$ cat src/rtl/decode_execute_stage.sv
// Decode-to-execute pipeline register with MEM/WB operand forwarding,
// stale-operand refresh while stalled, and load-use bubble insertion.
// Optional performance counters are enabled by defining DEX_PERF_EN.
module decode_execute_stage #(
  parameter int unsigned CTRL_W = 8,
  parameter int unsigned PC_REG = 9
) (
  input  logic              clk,
  input  logic              rst,
  input  logic              inValid,
  output logic              inReady,
  input  logic [3:0]        rn1,
  input  logic [3:0]        rn2,
  input  logic              use1,
  input  logic              use2,
  input  logic [3:0]        rd,
  input  logic              regWrite,
  input  logic              isLoad,
  input  logic [31:0]       readData1,
  input  logic [31:0]       readData2,
  input  logic [31:0]       imm,
  input  logic [CTRL_W-1:0] ctrl,
  input  logic              flush,
  input  logic              exReady,
  input  logic              memRegWrite,
  input  logic [3:0]        memRd,
  input  logic [31:0]       memResult,
  input  logic              wbRegWrite,
  input  logic [3:0]        wbRd,
  input  logic [31:0]       wbResult,
  output logic              outValid,
  output logic [31:0]       op1,
  output logic [31:0]       op2,
  output logic [31:0]       outImm,
  output logic [CTRL_W-1:0] outCtrl,
  output logic [3:0]        outRd,
  output logic              outRegWrite,
  output logic              outIsLoad
`ifdef DEX_PERF_EN
  ,
  output logic [31:0]       stallCycles,
  output logic [15:0]       bubbleCount
`endif
);

  localparam int unsigned AW = 4;
  localparam logic [AW-1:0] PC_ADDR = AW'(PC_REG);

  typedef enum logic {
    RUN    = 1'b0,
    BUBBLE = 1'b1
  } state_t;

  state_t          state_q;
  state_t          state_d;
  logic            adv;
  logic            hz;
  logic            capture;
  logic            enter_bubble;

  logic [AW-1:0]   rn1_q;
  logic [AW-1:0]   rn2_q;
  logic            use2_q;
  logic [31:0]     data1_q;
  logic [31:0]     data2_q;

  logic            mem_hit1;
  logic            mem_hit2;
  logic            wb_hit1;
  logic            wb_hit2;
  logic            wb_fix1;
  logic            wb_fix2;

  assign adv     = !outValid || exReady;
  assign hz      = outValid && outIsLoad && outRegWrite && (outRd != PC_ADDR) &&
                   ((use1 && (rn1 == outRd)) || (use2 && (rn2 == outRd)));
  assign capture = inValid && inReady;

  // FSM state register
  always_ff @(posedge clk or negedge rst) begin
    if (!rst) begin
      state_q <= RUN;
    end else begin
      state_q <= state_d;
    end
  end

  // FSM next state, decode handshake and bubble entry
  always_comb begin
    state_d      = state_q;
    inReady      = 1'b0;
    enter_bubble = 1'b0;
    case (state_q)
      RUN: begin
        inReady      = adv && !hz;
        enter_bubble = hz && adv && inValid && !flush;
        if (enter_bubble) begin
          state_d = BUBBLE;
        end
      end
      BUBBLE: begin
        state_d = RUN;
      end
      default: begin
        state_d = RUN;
      end
    endcase
    if (flush) begin
      state_d = RUN;
    end
    if (!rst) begin
      inReady = 1'b0;
    end
  end

  // Held-operand refresh from WB while execute is stalled
  assign wb_fix1 = wbRegWrite && (wbRd == rn1_q) && (wbRd != PC_ADDR);
  assign wb_fix2 = wbRegWrite && (wbRd == rn2_q) && (wbRd != PC_ADDR);

  // Pipeline register: flush beats capture beats drain beats hold
  always_ff @(posedge clk or negedge rst) begin
    if (!rst) begin
      outValid    <= 1'b0;
      rn1_q       <= '0;
      rn2_q       <= '0;
      use2_q      <= 1'b0;
      data1_q     <= '0;
      data2_q     <= '0;
      outImm      <= '0;
      outCtrl     <= '0;
      outRd       <= '0;
      outRegWrite <= 1'b0;
      outIsLoad   <= 1'b0;
    end else if (flush) begin
      outValid <= 1'b0;
    end else if (capture) begin
      outValid    <= 1'b1;
      rn1_q       <= rn1;
      rn2_q       <= rn2;
      use2_q      <= use2;
      data1_q     <= readData1;
      data2_q     <= readData2;
      outImm      <= imm;
      outCtrl     <= ctrl;
      outRd       <= rd;
      outRegWrite <= regWrite;
      outIsLoad   <= isLoad;
    end else if (adv) begin
      outValid <= 1'b0;
    end else begin
      if (wb_fix1) begin
        data1_q <= wbResult;
      end
      if (wb_fix2) begin
        data2_q <= wbResult;
      end
    end
  end

  assign mem_hit1 = memRegWrite && (memRd == rn1_q) && (rn1_q != PC_ADDR);
  assign mem_hit2 = memRegWrite && (memRd == rn2_q) && (rn2_q != PC_ADDR) && use2_q;
  assign wb_hit1  = wbRegWrite && (wbRd == rn1_q) && (rn1_q != PC_ADDR);
  assign wb_hit2  = wbRegWrite && (wbRd == rn2_q) && (rn2_q != PC_ADDR) && use2_q;

  // Operand forwarding, MEM has priority over WB over held data
  always_comb begin
    op1 = data1_q;
    op2 = data2_q;
    if (mem_hit1) begin
      op1 = memResult;
    end else if (wb_hit1) begin
      op1 = wbResult;
    end
    if (mem_hit2) begin
      op2 = memResult;
    end else if (wb_hit2) begin
      op2 = wbResult;
    end
  end

`ifdef DEX_PERF_EN
  // Saturating stall and bubble counters
  always_ff @(posedge clk or negedge rst) begin
    if (!rst) begin
      stallCycles <= '0;
      bubbleCount <= '0;
    end else begin
      if (inValid && !inReady && !(&stallCycles)) begin
        stallCycles <= stallCycles + 32'(1);
      end
      if (enter_bubble && !(&bubbleCount)) begin
        bubbleCount <= bubbleCount + 16'(1);
      end
    end
  end
`endif

endmodule

$ cat config.mk
export PLATFORM = sky130hd
export DESIGN_NAME = decode_execute_stage
export DESIGN_NICKNAME = d
export VERILOG_FILES = /design/src/rtl/decode_execute_stage.sv
export SDC_FILE = /design/constraint.sdc
export NUM_CORES = 1
export LEC_CHECK = 0
export ABC_AREA = 1
export CAP_MARGIN = 20
export CORE_MARGIN = 5
export CORE_UTILIZATION = 44
export CTS_CLUSTER_SIZE = 12
export DETAILED_ROUTE_END_ITERATION = 6
export PLACE_DENSITY = 0.91
export SETUP_SLACK_MARGIN = 0.5
export SLEW_MARGIN = 20
export SYNTH_ARGS = -nofsm -noshare
export SYNTH_HDL_FRONTEND = slang
export SYNTH_SLANG_ARGS = --single-unit
$ cat constraint.sdc
create_clock -name clk -period 2.6 [get_ports clk]
set_clock_uncertainty 0.1 [all_clocks]
set_input_delay 0.52 -clock clk [delete_from_list [all_inputs] [get_ports clk]]
set_output_delay 0.52 -clock clk [all_outputs]
set_load 0.05 [all_outputs]
==> results.yml, run 1 <==
logic_synthesis:
  syn-instance-count: 1203
  synthesis.nets: 1402
  synth_flop_cell: "dfrtp_1"
  synthTopCellsByArea: "dfrtp_1, nand2_1, nand4_1"
  synth_top_area_share_pct: 39.32
  synth_area_mm2: 0.007701
  yosysWarnings: 0
  synth_top_cell_by_area: "dfrtp_1"
  synth_edf_count: 0
  synth_most_common_cell: "nand2_1"
  synth_common_cells: "nand2_1, dfrtp_1, inv_1"
  ys_ff_latch: 121
  synthArstFlopShare_pct: 100.0
  synth_cell_type_count: 35
  syn_avg_cell_area_um2: 6.402
  yosysSeqAreaShare_pct: 39.32
die:
  die_h_um: 142.3
  io_pins: 311
  row_count: 48
  start_util_pct: 44.68
  die_x_um: 142.3
cts:
  cts_buffers: 17
  cts_root_buf: "clkbuf_16"
  clockBufferDepth: 2
  htreeDepth: 4
  cts.hold.buffers_added: 0
  clock_sinks: 121
outcome:
  lastStage: "global routing (5_1_grt)"
  tool.error: "[ERROR DPL-0038] Utilization greater than 100%, impossible to legalize"
  status: "stopped before the end"
placed_design:
  place_hpwl_um: 23260
  portBuffers: 310
  gp_congestion: 0.9087
  dp.cells: 1709
timing:
  worstEndpointType: "output port"
  postGrtWorstEndpoint: "op1[23]"
global_route:
  grt_max_degree: 122
## kinds of logic after synthesis
group,Yosys count,share of synthesized area [%]
DFF,121,39.32
and+or+nand+nor,781,42.62
xor gates and xnor gates,3,0.3412
buffers and inverters,204,11.24
AOI/OAI and AO/OA,94,6.482
## what timing repair did
action / CTS
setup endpoints to repair: 215
gates cloned: 22
buffers inserted: 64
gates resized for setup: 260
pin swaps: 96
## metrics by stage
stage                     setup WS (ps)  utilization [%]  hold WS, ps  setup TNS [ps]  area [µm²]
after floorplan                   239.7                -        124.4               0        8811
after global placement           -381.6            74.92        361.6          -26780       12910
after detailed placement         -491.3            74.92        364.9          -33810       12910
after CTS                        -271.6            88.73        166.4          -14010       15290
==> inputs of run 2 (changes only) <==
--- a/config.mk
+++ b/config.mk
@@ -8,11 +8,9 @@
 export ABC_AREA = 1
 export CAP_MARGIN = 20
 export CORE_MARGIN = 5
-export CORE_UTILIZATION = 44
-export CTS_CLUSTER_SIZE = 12
+export CORE_UTILIZATION = 35
 export DETAILED_ROUTE_END_ITERATION = 6
-export PLACE_DENSITY = 0.91
-export SETUP_SLACK_MARGIN = 0.5
+export PLACE_DENSITY_LB_ADDON = 0.15
 export SLEW_MARGIN = 20
 export SYNTH_ARGS = -nofsm -noshare
 export SYNTH_HDL_FRONTEND = slang
==> results.yml, run 2 <==
timing:
  fin_ws_ps: -334.6
  final_hold_viol_count: 0
  max_freq_mhz: 340.8
  max-slew-margin-rel_pct: 53.93
  rsz0062_at_grt: "true"
  period_share_pct: 112.9
  report.final.slew_viol_count: 0
  setup_viol: 64
  fin_crit_ps: 2935
  worst_slew_pin_slew_ps: 691.1
cts:
  htreeDepth: 4
  cts_tree: "built"
  cts_buffers: 17
  clk_latency_ps: 420
  cts.clk_slew.worst_paths_ps: 60
  cts.hold.buffers_added: 0
  clockBufferDepth: 2
  cts_root_buf: "clkbuf_16"
  clock_sinks: 121
finish:
  drive_gt1_share_pct: 25.99
  fin_nets: 1748
  stdcell_count: 1846
  areaGrowthSynthToFinish_pct: 82.73
  layout_commonest_cell: "nand2_1"
  reg.largest.list: "data1_q x32, data2_q x32, outImm x32"
  nFillCells: 1873
  mostFrequentLayoutCells: "nand2_1, clkdlybuf4s50_1, dfrtp_1"
logic_synthesis:
  synth_cell_type_count: 35
  synth_most_common_cell: "nand2_1"
  synth_edf_count: 0
  syn_avg_cell_area_um2: 6.402
  synthArstFlopShare_pct: 100.0
  synth_top_area_share_pct: 39.32
  synth_top_cell_by_area: "dfrtp_1"
  synth_common_cells: "nand2_1, dfrtp_1, inv_1"
  synth_flop_cell: "dfrtp_1"
  synthesis.nets: 1402
  synth_area_mm2: 0.007701
  yosysSeqAreaShare_pct: 39.32
  ys_ff_latch: 121
  syn-instance-count: 1203
  yosysWarnings: 0
  synthTopCellsByArea: "dfrtp_1, nand2_1, nand4_1"
setup_path:
  critPathLaunch: "wbRd[2]"
  end_kind: "output pin"
  timing.rr.start: "rn2_q[2]"
  cp-start-kind: "primary input"
  crit_fanout: 8
  critical_path_arrival_ps: 2310
  crit_type: "in -> out"
  worst_ep_required_time_ps: 1980
power:
  leakagePower_nw: 7.011
  peakVddDrop_mv: 0.4705
  p_per_area_mw_per_mm2: 692.6
  p_total_mw: 9.746
routing:
  route.antenna.remaining_nets: 0
  drtPass1Iterations: 5
  drc: 0
  vias: 9481
  totalWireLength_um: 34450
  drtIter0Drc: 558
  vias_per_cell: 5.136
  wire_per_inst_um: 18.66
die:
  die_x_um: 158.3
  core_area_mm2: 0.02176
  fp.dieArea_mm2: 0.02507
  row_count: 54
  die_h_um: 158.3
  io_pins: 311
  start_util_pct: 35.40
global_route:
  grt_pass1_vias: 9290
  grt_max_degree: 122
  antenna_found_initial: 5
  grt_pass1_wl_um: 50250
  grt_usage_pct: 25.68
  gr-total-overflow: 0
placed_design:
  gp_congestion: 0.8430
  dp.cells: 1759
  place_hpwl_um: 21910
  portBuffers: 310
outcome:
  status: "finished, violations left"
  violations: "setup timing"
worst_hold_path:
  min_path_type: "in -> async"
job:
  drv_cap: 0
==> run 2: cell counts after synthesis <==
Identical to the previous run, type by type.
==> run 2: power by group <==
part           leakage (nW)  switching (mW)  internal [mW]
clock                 0.269           0.963           1.33
sequential             1.51           0.219           2.23
combinational          5.23            2.88           2.11
==> run 2: area by class of cell <==
| type | instances | area, µm² | share of cell area [%] |
|---|---|---|---|
| inverter | 126 | 483.0 | 3.432 |
| antenna | 4 | 10.01 | 0.07113 |
| tap | 280 | 350.3 | 2.490 |
| sequential | 121 | 3032 | 21.54 |
| clock inverter | 14 | 136.4 | 0.9692 |
| timing repair buffer | 405 | 4860 | 34.53 |
| clock buffer | 18 | 429.2 | 3.050 |
| multi-input combinational | 878 | 4772 | 33.91 |
==> run 2: final timing paths <==
path / endpoint / slack, ps / cells past startpoint
worst min-delay path: data2_q[5] / 150 / 2
worst max-delay path: op2[31] / -330 / 11
worst max register to register: data2_q[6] / 180 / 15
min in group clk: data1_q[22] / 380 / 2
max in group asynchronous: rn2_q[2] / 1710 / 2
worst min register to register: data1_q[22] / 380 / 2
==> run 2: critical path, stage by stage <==
cell	delay, ps
dlygate4sd2_1	280
inv_1	110
or2_1	120
nand3_2	90
nor3_4	260
nand2_4	200
buf_16	210
nand2_1	80
o21ai_2	60
o21ai_1	220
buf_12	170
==> run 2: repair_timing <==
item	in CTS	in global routing
pin swaps	29	50
resized for setup	205	189
gates cloned	8	9
hold endpoints to repair	0	0
setup buffers	26	10
setup endpoints to repair	64	65
==> run 2: kinds of logic (layout without fill, tap and decap cells) <==
group,Yosys count,in the layout,synth area share (%)
other cells,0,4,0
xor+xnor,3,3,0.3412
buf+inv,204,563,11.24
simple gates,781,781,42.62
flops,121,121,39.32
compound gates,94,94,6.482
==> run 2: per-stage QoR <==
| step | TNS [ps] | area, µm² | hold slack (ps) | worst slack [ps] | util [%] |
|---|---|---|---|---|---|
| 6_report | -17990 | 14070 | 149.2 | -334.6 | 64.68 |
| 5_1_grt | -23730 | 14070 | 217.1 | -427.8 | 64.67 |
| 4_1_cts | -12680 | 13170 | 186.5 | -272.4 | 60.54 |
| 3_5_place_dp | -29170 | 11530 | 364.6 | -422.4 | 53.00 |
| 3_3_place_gp | -26250 | 11530 | 361.8 | -379.9 | 53.00 |
| 2_1_floorplan | -1868 | 7727 | 124.4 | -76.03 | - |
==> run 2: routing by layer <==
metal	share of wire [%]	global-route usage [%]	vias to the layer above
met2	48	42.30	430
met5	0.020	0	-
li1	-	-	4513
met1	39	31.99	4460
met4	3.7	10.32	2
met3	9.6	7.040	76
(Power assumes the default switching activity.)
